**config.mk**
```make
export PLATFORM = sky130hd
export DESIGN_NAME = alu_seq_flat
export DESIGN_NICKNAME = d
export VERILOG_FILES = /design/src/rtl/alu_seq_pkg.sv /design/src/rtl/alu_seq_if.sv /design/src/rtl/alu_seq_muldiv.sv /design/src/rtl/alu_seq.sv /design/src/flat_wrapper.sv
export SDC_FILE = /design/constraint.sdc
export NUM_CORES = 1
export LEC_CHECK = 0
export ABC_CLOCK_PERIOD_IN_PS = 3910
export BUFFER_PORTS_ARGS = -buffer_cell sky130_fd_sc_hd__buf_2
export CORE_MARGIN = 3
export CORE_UTILIZATION = 45
export CTS_BUF_LIST = sky130_fd_sc_hd__clkbuf_16
export CTS_CLUSTER_DIAMETER = 150
export DETAILED_ROUTE_END_ITERATION = 10
export HOLD_SLACK_MARGIN = 0.03
export PLACE_DENSITY = 0.65
export SETUP_SLACK_MARGIN = 0.1
export SYNTH_ARGS = -nofsm -noshare
export SYNTH_HDL_FRONTEND = slang
export SYNTH_HIERARCHICAL = 1
export SYNTH_SLANG_ARGS = --single-unit
```
**constraint.sdc**
```tcl
create_clock -name clk -period 3.91 [get_ports clk]
set_input_delay 0.782 -clock clk [delete_from_list [all_inputs] [get_ports clk]]
set_output_delay 0.782 -clock clk [all_outputs]
set_load 0.05 [all_outputs]
```
**src/rtl/alu_seq_pkg.sv**
```systemverilog
// Shared op codes, FSM state type and op classification for the sequential ALU.
// The divider op is iterative only when ALU_SEQ_DIV_EN is defined.
package alu_seq_pkg;

    localparam logic [3:0] ALU_AND  = 4'b0000;
    localparam logic [3:0] ALU_OR   = 4'b0001;
    localparam logic [3:0] ALU_ADD  = 4'b0010;
    localparam logic [3:0] ALU_SUB  = 4'b0110;
    localparam logic [3:0] ALU_SLT  = 4'b0111;
    localparam logic [3:0] ALU_NOR  = 4'b1100;
    localparam logic [3:0] ALU_MULT = 4'b1000;
    localparam logic [3:0] ALU_DIV  = 4'b1001;

    typedef enum logic [1:0] {IDLE, ITER, DONE} state_t;

    function automatic logic is_iter_op(input logic [3:0] op);
`ifdef ALU_SEQ_DIV_EN
        return (op == ALU_MULT) || (op == ALU_DIV);
`else
        return (op == ALU_MULT);
`endif
    endfunction

endpackage

```
**src/rtl/alu_seq_if.sv**
```systemverilog
// Request/result bundle between the EX stage (master) and alu_seq (slave).
interface alu_seq_if #(
    parameter int WIDTH = 32
);
    logic             start;
    logic [3:0]       aluCtr;
    logic [WIDTH-1:0] input1;
    logic [WIDTH-1:0] input2;
    logic [WIDTH-1:0] aluRes;
    logic             zero;
    logic             overflow;
    logic [WIDTH-1:0] hi;
    logic [WIDTH-1:0] lo;
    logic             divz;
    logic             err;
    logic             busy;
    logic             done;

    modport master (
        output start, aluCtr, input1, input2,
        input  aluRes, zero, overflow, hi, lo, divz, err, busy, done
    );

    modport slave (
        input  start, aluCtr, input1, input2,
        output aluRes, zero, overflow, hi, lo, divz, err, busy, done
    );
endinterface

```
**src/rtl/alu_seq_muldiv.sv**
```systemverilog
// Shift-add multiplier / restoring divider (divider only with ALU_SEQ_DIV_EN), one bit per i_step.
// o_hi_nxt/o_lo_nxt expose the post-step value so the caller can capture the final iteration.
module alu_seq_muldiv #(
    parameter int WIDTH = 32,
    parameter int CNT_W = $clog2(WIDTH) + 1
) (
    input  logic             clk,
    input  logic             reset,
    input  logic             i_load,
    input  logic             i_step,
`ifdef ALU_SEQ_DIV_EN
    input  logic             i_is_div,
    output logic             o_is_div,
    output logic             o_divz,
`endif
    input  logic [WIDTH-1:0] i_a,
    input  logic [WIDTH-1:0] i_b,
    output logic [WIDTH-1:0] o_hi_nxt,
    output logic [WIDTH-1:0] o_lo_nxt,
    output logic             o_last
);
    localparam logic [CNT_W-1:0] CNT_INIT = CNT_W'(WIDTH);

    logic [WIDTH-1:0] r_hi;
    logic [WIDTH-1:0] r_lo;
    logic [WIDTH-1:0] r_b;
    logic [CNT_W-1:0] r_cnt;

    // Multiply: {hi,lo} shifts right, multiplicand added into hi when lo[0] is set.
    logic [WIDTH:0]   w_madd;
    logic [WIDTH-1:0] w_hi_m;
    logic [WIDTH-1:0] w_lo_m;

    assign w_madd = r_lo[0] ? ({1'b0, r_hi} + {1'b0, r_b}) : {1'b0, r_hi};
    assign w_hi_m = w_madd[WIDTH:1];
    assign w_lo_m = {w_madd[0], r_lo[WIDTH-1:1]};
    assign o_last = (r_cnt == CNT_W'(1));

`ifdef ALU_SEQ_DIV_EN
    logic             r_is_div;
    logic             r_divz;
    logic [WIDTH:0]   w_rs;
    logic [WIDTH:0]   w_diff;
    logic             w_ge;
    logic [WIDTH-1:0] w_hi_d;
    logic [WIDTH-1:0] w_lo_d;

    // Divide: remainder in hi, dividend shifts out of lo as quotient bits shift in.
    assign w_rs   = {r_hi, r_lo[WIDTH-1]};
    assign w_diff = w_rs - {1'b0, r_b};
    assign w_ge   = (w_rs >= {1'b0, r_b});
    assign w_hi_d = w_ge ? w_diff[WIDTH-1:0] : w_rs[WIDTH-1:0];
    assign w_lo_d = {r_lo[WIDTH-2:0], w_ge};

    assign o_is_div = r_is_div;
    assign o_divz   = r_divz;

    // A zero divisor preloads the final answer and freezes the datapath.
    always_comb begin
        o_hi_nxt = w_hi_m;
        o_lo_nxt = w_lo_m;
        if (r_divz) begin
            o_hi_nxt = r_hi;
            o_lo_nxt = r_lo;
        end else if (r_is_div) begin
            o_hi_nxt = w_hi_d;
            o_lo_nxt = w_lo_d;
        end
    end

    always_ff @(posedge clk or posedge reset) begin
        if (reset) begin
            r_is_div <= 1'b0;
            r_divz   <= 1'b0;
        end else if (i_load) begin
            r_is_div <= i_is_div;
            r_divz   <= i_is_div && (i_b == '0);
        end
    end
`else
    assign o_hi_nxt = w_hi_m;
    assign o_lo_nxt = w_lo_m;
`endif

    always_ff @(posedge clk or posedge reset) begin
        if (reset) begin
            r_hi  <= '0;
            r_lo  <= '0;
            r_b   <= '0;
            r_cnt <= '0;
        end else if (i_load) begin
            r_cnt <= CNT_INIT;
`ifdef ALU_SEQ_DIV_EN
            if (i_is_div) begin
                r_b  <= i_b;
                r_hi <= (i_b == '0) ? i_a : '0;
                r_lo <= (i_b == '0) ? '1 : i_a;
            end else begin
                r_b  <= i_a;
                r_hi <= '0;
                r_lo <= i_b;
            end
`else
            r_b  <= i_a;
            r_hi <= '0;
            r_lo <= i_b;
`endif
        end else if (i_step) begin
            r_cnt <= r_cnt - CNT_W'(1);
            r_hi  <= o_hi_nxt;
            r_lo  <= o_lo_nxt;
        end
    end

endmodule

```
**src/rtl/alu_seq.sv**
```systemverilog
// Handshaked MIPS ALU: basic ops finish one cycle after accept, MULT/DIV after WIDTH+1; start is
// ignored while busy (the pipeline stalls on busy). ALU_SEQ_DIV_EN enables the divider.
module alu_seq
    import alu_seq_pkg::*;
#(
    parameter int WIDTH = 32,
    parameter int CNT_W = $clog2(WIDTH) + 1
) (
    input  logic     clk,
    input  logic     reset,
    alu_seq_if.slave bus
);
    localparam int MSB = WIDTH - 1;

    state_t           r_state;
    logic             r_busy;
    logic             r_done;
    logic [WIDTH-1:0] r_res;
    logic             r_zero;
    logic             r_ovf;
    logic             r_err;
    logic [WIDTH-1:0] r_hi;
    logic [WIDTH-1:0] r_lo;

    logic [WIDTH-1:0] w_a;
    logic [WIDTH-1:0] w_b;
    logic [WIDTH-1:0] w_sum;
    logic [WIDTH-1:0] w_dif;
    logic [WIDTH-1:0] w_res;
    logic             w_ovf;
    logic             w_ill;
    logic             w_load;
    logic [WIDTH-1:0] w_hi_nxt;
    logic [WIDTH-1:0] w_lo_nxt;
    logic             w_last;

    assign w_a    = bus.input1;
    assign w_b    = bus.input2;
    assign w_sum  = w_a + w_b;
    assign w_dif  = w_a - w_b;
    assign w_load = (r_state == IDLE) && bus.start && is_iter_op(bus.aluCtr);

    always_comb begin
        w_res = '0;
        w_ovf = 1'b0;
        w_ill = 1'b0;
        case (bus.aluCtr)
            ALU_AND: w_res = w_a & w_b;
            ALU_OR:  w_res = w_a | w_b;
            ALU_ADD: begin
                w_res = w_sum;
                w_ovf = (w_a[MSB] == w_b[MSB]) && (w_sum[MSB] != w_a[MSB]);
            end
            ALU_SUB: begin
                w_res = w_dif;
                w_ovf = (w_a[MSB] != w_b[MSB]) && (w_dif[MSB] != w_a[MSB]);
            end
            ALU_SLT: w_res = {{(WIDTH-1){1'b0}}, ($signed(w_a) < $signed(w_b))};
            ALU_NOR: w_res = ~(w_a | w_b);
            default: w_ill = 1'b1;
        endcase
    end

`ifdef ALU_SEQ_DIV_EN
    logic r_divz;
    logic w_is_div;
    logic w_divz;

    alu_seq_muldiv #(.WIDTH(WIDTH), .CNT_W(CNT_W)) u_muldiv (
        .clk      (clk),
        .reset    (reset),
        .i_load   (w_load),
        .i_step   (r_state == ITER),
        .i_is_div (bus.aluCtr == ALU_DIV),
        .o_is_div (w_is_div),
        .o_divz   (w_divz),
        .i_a      (w_a),
        .i_b      (w_b),
        .o_hi_nxt (w_hi_nxt),
        .o_lo_nxt (w_lo_nxt),
        .o_last   (w_last)
    );
    assign bus.divz = r_divz;
`else
    alu_seq_muldiv #(.WIDTH(WIDTH), .CNT_W(CNT_W)) u_muldiv (
        .clk      (clk),
        .reset    (reset),
        .i_load   (w_load),
        .i_step   (r_state == ITER),
        .i_a      (w_a),
        .i_b      (w_b),
        .o_hi_nxt (w_hi_nxt),
        .o_lo_nxt (w_lo_nxt),
        .o_last   (w_last)
    );
    assign bus.divz = 1'b0;
`endif

    always_ff @(posedge clk or posedge reset) begin
        if (reset) begin
            r_state <= IDLE;
            r_busy  <= 1'b0;
            r_done  <= 1'b0;
            r_res   <= '0;
            r_zero  <= 1'b0;
            r_ovf   <= 1'b0;
            r_err   <= 1'b0;
            r_hi    <= '0;
            r_lo    <= '0;
`ifdef ALU_SEQ_DIV_EN
            r_divz  <= 1'b0;
`endif
        end else begin
            r_done <= 1'b0;
            case (r_state)
                IDLE: if (bus.start) begin
                    r_busy <= 1'b1;
                    if (is_iter_op(bus.aluCtr)) begin
                        r_state <= ITER;
                    end else begin
                        r_state <= DONE;
                        r_done  <= 1'b1;
                        r_res   <= w_res;
                        r_zero  <= (w_res == '0);
                        r_ovf   <= w_ovf;
                        r_err   <= w_ill;
                    end
                end
                ITER: if (w_last) begin
                    r_state <= DONE;
                    r_done  <= 1'b1;
                    r_hi    <= w_hi_nxt;
                    r_lo    <= w_lo_nxt;
                    r_res   <= w_lo_nxt;
                    r_zero  <= (w_lo_nxt == '0);
                    r_ovf   <= 1'b0;
                    r_err   <= 1'b0;
`ifdef ALU_SEQ_DIV_EN
                    if (w_is_div) r_divz <= w_divz;
`endif
                end
                DONE: begin
                    r_state <= IDLE;
                    r_busy  <= 1'b0;
                end
                default: begin
                    r_state <= IDLE;
                    r_busy  <= 1'b0;
                end
            endcase
        end
    end

    assign bus.aluRes   = r_res;
    assign bus.zero     = r_zero;
    assign bus.overflow = r_ovf;
    assign bus.err      = r_err;
    assign bus.hi       = r_hi;
    assign bus.lo       = r_lo;
    assign bus.busy     = r_busy;
    assign bus.done     = r_done;

endmodule
```
**src/flat_wrapper.sv**
```systemverilog
// flat-port wrapper written by rule: the top's interface ports become plain ports
module alu_seq_flat import alu_seq_pkg::*;
#(
    parameter int WIDTH = 32,
    parameter int CNT_W = $clog2(WIDTH) + 1
)
  (clk, reset, bus_start, bus_aluCtr, bus_input1, bus_input2, bus_aluRes, bus_zero, bus_overflow, bus_hi, bus_lo, bus_divz, bus_err, bus_busy, bus_done);
  alu_seq_if #(.WIDTH(WIDTH)) bus_i ();
  input  logic clk;
  input  logic reset;
  input wire logic [$bits(bus_i.start)-1:0] bus_start;
  input wire logic [$bits(bus_i.aluCtr)-1:0] bus_aluCtr;
  input wire logic [$bits(bus_i.input1)-1:0] bus_input1;
  input wire logic [$bits(bus_i.input2)-1:0] bus_input2;
  output wire logic [$bits(bus_i.aluRes)-1:0] bus_aluRes;
  output wire logic [$bits(bus_i.zero)-1:0] bus_zero;
  output wire logic [$bits(bus_i.overflow)-1:0] bus_overflow;
  output wire logic [$bits(bus_i.hi)-1:0] bus_hi;
  output wire logic [$bits(bus_i.lo)-1:0] bus_lo;
  output wire logic [$bits(bus_i.divz)-1:0] bus_divz;
  output wire logic [$bits(bus_i.err)-1:0] bus_err;
  output wire logic [$bits(bus_i.busy)-1:0] bus_busy;
  output wire logic [$bits(bus_i.done)-1:0] bus_done;
  assign bus_i.start = bus_start;
  assign bus_i.aluCtr = bus_aluCtr;
  assign bus_i.input1 = bus_input1;
  assign bus_i.input2 = bus_input2;
  assign bus_aluRes = bus_i.aluRes;
  assign bus_zero = bus_i.zero;
  assign bus_overflow = bus_i.overflow;
  assign bus_hi = bus_i.hi;
  assign bus_lo = bus_i.lo;
  assign bus_divz = bus_i.divz;
  assign bus_err = bus_i.err;
  assign bus_busy = bus_i.busy;
  assign bus_done = bus_i.done;
  alu_seq #(.WIDTH(WIDTH), .CNT_W(CNT_W)) u_core (.clk(clk), .reset(reset), .bus(bus_i));
endmodule
```
# Yosys cells after proc, flatten, opt, wreduce, memory -nomap -nowiden
# Index checks and enable logic that the tools add are counted.
[op_classes]
addsub = 4
magnitude_cmp = 1
eq_ne = 15
mux = 35
bitwise_logic = 4
n_reduce_logical = 15
[ops]
columns = ["operator", "n"]
rows = [
  ["32-bit 2-to-1 mux", 7],
  ["32-bit one-hot mux with 6 select lines", 1],
  ["32-bit zero test", 2],
  ["32-bit one-hot mux with 2 select lines", 1],
  ["32-bit by 32-bit adder with 33-bit output", 1],
  ["33-bit 2-to-1 mux", 1],
  ["32-bit adder", 1],
  ["32-bit bitwise AND", 1],
  ["32-bit < comparator", 1],
  ["32-bit NOT", 1],
  ["32-bit bitwise OR", 1],
  ["32-bit subtractor", 1],
  ["1-bit 2-to-1 mux", 13],
  ["6-bit 2-to-1 mux", 2],
  ["1-bit one-hot mux with 2 select lines", 6],
  ["4-bit by 3-bit equality test with 1-bit output (second input constant)", 2],
  ["4-bit equality test (second input constant)", 2],
  ["6-bit by 1-bit equality test with 1-bit output (second input constant)", 1],
  ["2-bit 2-to-1 mux", 3],
  ["2-bit AND reduction", 3],
  ["6-bit OR reduction", 1],
  ["6-bit by 1-bit subtractor with 6-bit output (second input constant)", 1],
  ["4-bit by 1-bit equality test with 1-bit output (second input constant)", 1],
  ["4-bit by 2-bit equality test with 1-bit output (second input constant)", 1],
  ["other kinds (12)", 19],
]
[totals]
reg_bits = 205
in_bits = 71
out_inout_bits = 102
wordCells = 87

# Logic depth before layout (Yosys ltp)
[logic_depth]
ltp_word = 7
mapped_depth = 14

# Modules after synthesis
# The synthesis kept the hierarchy.
[by_module_without_submodules]
columns = ["module", "n_inst", "cells_each", "area_each_um2", "seq_area_each_um2"]
rows = [
  ["alu_seq", 1, 1213, 9928.3, 2577.5],
  ["alu_seq_muldiv", 1, 689, 6586.3, 2552.4],
]

# Worst setup path after synthesis
# OpenSTA, ideal clock, no wires.
[synth_path]
kind = "in2reg"
start = "input bus_input1[13]"
end = "register u_core.r_zero (netlist: u_core/bus.zero)"
arrival_ps = 4000
required_ps = 3815
slack_ps = -185
path_stages = 14
path_buffers = 1
cell_sequence = "inv_1 -> ha_1 -> buf_6 -> or2_4 -> or3_4 -> nor4b_2 -> o21ai_1 -> and4b_1 -> o41a_1 -> a221o_1 -> a221oi_2 -> o221ai_1 -> or4_1 -> o31ai_1"
[synth_between]
elab_chain_cells = 7
word_cells_on_any_way = 11
cone_classes = "2 x add/sub; 1 x order compare; 4 x mux; 3 x bitwise; 1 x reduce/logical"
[synth_rtl]
columns = ["item", "line", "rtl"]
rows = [
  ["start, declared", "flat_wrapper.sv:13", "input wire logic [$bits(bus_i.input1)-1:0] bus_input1;"],
  ["parallel branches: the longest is 2 deep, another holds 32-bit subtractor", "--", ""],
  ["32-bit one-hot mux with 6 select lines (*)", "alu_seq.sv:47", "case (bus.aluCtr)"],
  ["32-bit zero test (*)", "alu_seq.sv:124", "r_zero <= (w_res == '0);"],
  ["1-bit 2-to-1 mux (*)", "alu_seq.sv:118", "if (is_iter_op(bus.aluCtr)) begin"],
  ["1-bit 2-to-1 mux (*)", "alu_seq.sv:116", "IDLE: if (bus.start) begin"],
  ["1-bit one-hot mux with 2 select lines (*)", "alu_seq.sv:115", "case (r_state)"],
  ["end signal, assigned", "alu_seq.sv:124", ""],
  ["end signal, assigned", "alu_seq.sv:135", "r_zero <= (w_lo_nxt == '0);"],
  ["end, declared", "alu_seq.sv:19", "logic r_zero;"],
]
# Mark *: on every way between the ends. The select of a mux whose other input is x is not followed.
# A chain may end at the register's enable or synchronous reset.

# Final worst setup path
[layout_path]
start = "input bus_input1[1]"
end = "register u_core.r_zero (netlist: u_core/bus.zero)"
# The elaborated chain is that of the path after synthesis.

==> results.cfg <==
[run_status]
status = completed

[yosys]
synth_edf_count = 0
async_reset_ff_share_pct = 100
netlist.area_leader.share_pct = 31.1
synthTopCellsByArea = dfrtp_1, ha_1, mux2_2
synth_area_per_cell_sq_um = 8.68
ys_seq_area_share_pct = 31.1
synthFlopType = dfrtp_1
synth_seq_cells = 205
syn_inst = 1902
syn_nets = 2118
synth_top_area_cell = dfrtp_1
syn_area_sq_um = 16500
ys_types = 91
yosys_warnings = 6

[cts]
h-tree-depth = 1
root_buffer = clkbuf_16
clk_pin_slew_worst_paths_ns = 0.06
worstSkewPairLatency_ns = 0.55
hold_buffers = 0
tritoncts = built
clk_path_buf_depth = 3
cts_made_buffers = 24
cts.sinks = 205

[detailed_routing]
drt-initial-drc-count = 1191
route.met3.wl_um = 4540
wirelength_um = 59100
drc = 0
routed_via_density = 5.74
ant_nets = 0
drtPass1Iterations = 5
num_vias = 16100
avgRoutedWirePerCell_um = 21.0
wl_met1_um = 27700
top_layer_used = met4
wl_met2_um = 25500

[global_route]
grt_pass1_wl_um = 90400
grt_max_degree = 103
grt_pass1_vias = 15500
antenna_found_initial = 1
grt_usage_pct = 29.6
gr-total-overflow = 0

[floorplanning]
rows = 69
core_area_sq_um = 35800
fp.dieArea_sq_um = 39000
die_h_um = 198
die_x_um = 198
num_io_pins = 173
initial_core_util_pct = 46.1

[sta]
relSlewSlack_pct = 15.6
setup_viol = 0
rsz0062_at_grt = yes
skew_ns = 0.0347
max_freq_ghz = 0.261
period_share_pct = 98.1
period_needed_ns = 3.84
maxSlewViolCount = 0
hold_violations = 0
tightest_slew_ns = 1.23
whs_ns = 0.403

[min_path]
hp-class = primary input to asynchronous set/reset pin

[run]
max_cap_viol_count = 0

[placement]
gp_congestion = 0.985
io_buffers = 171
hpwl_um = 47200
dpl.cell_count = 2762

[setup_path]
critical_path_required_ns = 4.34
cp_max_fo = 5
path_class = primary input to flop
worstReg2RegStart = u_core/u_muldiv/r_hi[0]$_DFFE_PP0P_
crit_arrival_ns = 4.27
endpoint_kind = flop
rr_worst_depth = 12
cp-startpoint = bus_input1[1]
critPathLaunchType = primary input

[finish]
syn2layout_area_growth_pct = 27.3
finalNonFillerCells = 2809
fillerInstances = 3270
layout-drive-gt1-share_pct = 32.8
num-nets-final = 2547

[power_and_ir_drop]
max-vdd-ir-drop_mv = 0.443
p_leak_uw = 0.0104
power.density_nw_per_um2 = 513
==> power by group <==
part | total [uW] | switching, uW | internal (uW)
logic | 5430 | 3150 | 2270
registers | 3310 | 611 | 2700
clock network | 2060 | 876 | 1180
total | 10800 | 4640 | 6150
==> stage by stage <==
step / setup slack [ns] / total power (uW) / instance area [sq um] / util, % / TNS [ns]
CTS: 0.102 / 10800 / 21000 / 58.5 / 0
floorplan: -0.0742 / 7100 / 16500 / - / -0.0742
detailed placement: -0.669 / 8660 / 20100 / 56.2 / -4.19
finish: 0.0725 / 10800 / 21000 / 58.7 / 0
global route: -0.180 / 11500 / 21000 / 58.7 / -0.180
global placement: -0.601 / 8570 / 20100 / 56.2 / -3.49
==> flip-flops by register name, summed over array words and instances (netlist names) <==
name and flops:
u_core/u_muldiv/r_b 32, u_core/bus.done 1, u_core/bus.aluRes 32, u_core/bus.hi 32, u_core/u_muldiv/r_cnt 6, u_core/bus.overflow 1
u_core/u_muldiv/r_hi 32, u_core/bus.lo 32, u_core/bus.err 1, u_core/u_muldiv/r_lo 32, u_core/r_state 2, u_core/bus.zero 1
u_core/bus.busy 1
==> synthesized netlist by cell type, types with 6 or more instances <==
master     instances
a211oi_1          16
nor2_1           165
nand2b_1          11
nand4_1           16
o211ai_1          15
ha_1             142
o21a_1            16
a21o_1            28
mux2i_1           59
and2_1             7
a2111oi_0          7
o221ai_1          11
nor4b_1            6
nand3_1           25
or3_1              8
buf_2             14
clkbuf_1          79
o21bai_1          19
o31ai_1           20
nor3_1            38
dfrtp_1          205
a21oi_1          142
o21ai_0          126
a31oi_1           17
buf_1             14
inv_1            124
a221o_1           23
nand2_1          169
mux2_2           125
a221oi_1          19
nor2b_1           13
and3_1            10
a311oi_1           9
a22oi_1            6
xnor2_1           24
xor2_1             9
nor4_1            24
a211o_1            6
buf_4             32
==> worst paths after layout <==
path	slack (ns)	to
worst max-delay path	0.07	u_core/bus.zero$_DFFE_PP0P_
worst min-delay path	0.40	u_core/u_muldiv/r_b[29]$_DFFE_PP0P_
worst max register to register	0.39	u_core/bus.hi[31]$_DFFE_PP0P_
worst min register to register	0.47	u_core/bus.aluRes[20]$_DFFE_PP0P_
max in group asynchronous	2.52	u_core/bus.lo[7]$_DFFE_PP0P_
min in group clk	0.47	u_core/bus.aluRes[20]$_DFFE_PP0P_
==> cell families after synthesis <==
kind of cell | count (synthesis) | synth area share (%)
AOI/OAI and AO/OA | 545 | 22.2
other | 1 | 0.0227
muxes | 185 | 12.2
xor gates and xnor gates | 33 | 1.75
DFF | 205 | 31.1
adders and majority gates | 145 | 11.1
and+or+nand+nor | 521 | 14.7
buffers and inverters | 267 | 6.99
==> layout by cell type (no fill, tap or decap), drive strengths merged, types with 6 or more instances in the layout <==
cell type	instances
o221ai	11
xor2	9
and3	11
nor2	165
a21o	29
dfrtp	205
nor3	38
a2111oi	8
inv	131
a221o	23
o31ai	21
o21bai	19
or3	9
xnor2	24
mux2	126
buf	543
nand2b	11
a211o	6
nor4b	7
o21a	16
nand3	25
nor2b	13
a22oi	6
a21oi	145
and2	7
nor4	24
clkbuf	25
o21ai	128
mux2i	59
ha	142
nand2	169
nand4	16
a211oi	17
clkinv	11
a311oi	9
a221oi	21
o211ai	15
a31oi	17
==> repair_timing <==
action | CTS | global route
endpoints found under the setup margin | 3 | 6
pin swaps | 13 | 6
gates resized for setup | 20 | 17
buffers inserted | 4 | 0
==> routing by layer <==
layer / track usage, % / up-vias
li1: - / 7711
met1: 44.2 / 7785
met2: 45.7 / 563
met3: 4.62 / 67
met4: 5.98 / 0
met5: 0 / -
==> worst max-delay path, cell delays in order <==
cell	delay, ns
buf_2	0.12
inv_1	0.17
ha_1	0.29
o21bai_2	0.18
nand4_1	0.31
nand2_2	0.24
nand3_1	0.18
a31oi_2	0.33
a31oi_1	0.19
a2111o_1	0.41
a32oi_1	0.20
buf_4	0.17
nand4_1	0.08
or3_1	0.39
o31ai_1	0.22
==> cell type report <==
class                           instances  area [sq um]  share of cell area, %
Multi-Input combinational cell       1430         10400                   49.6
Sequential cell                       205          5130                   24.4
Timing Repair Buffer                  544          3680                   17.5
Clock buffer                           24           601                   2.86
Tap cell                              461           577                   2.74
Inverter                              126           480                   2.28
Clock inverter                         18           124                  0.589
Antenna cell                            1          2.50                 0.0119
No activity file was read; power rests on OpenSTA's default activity.
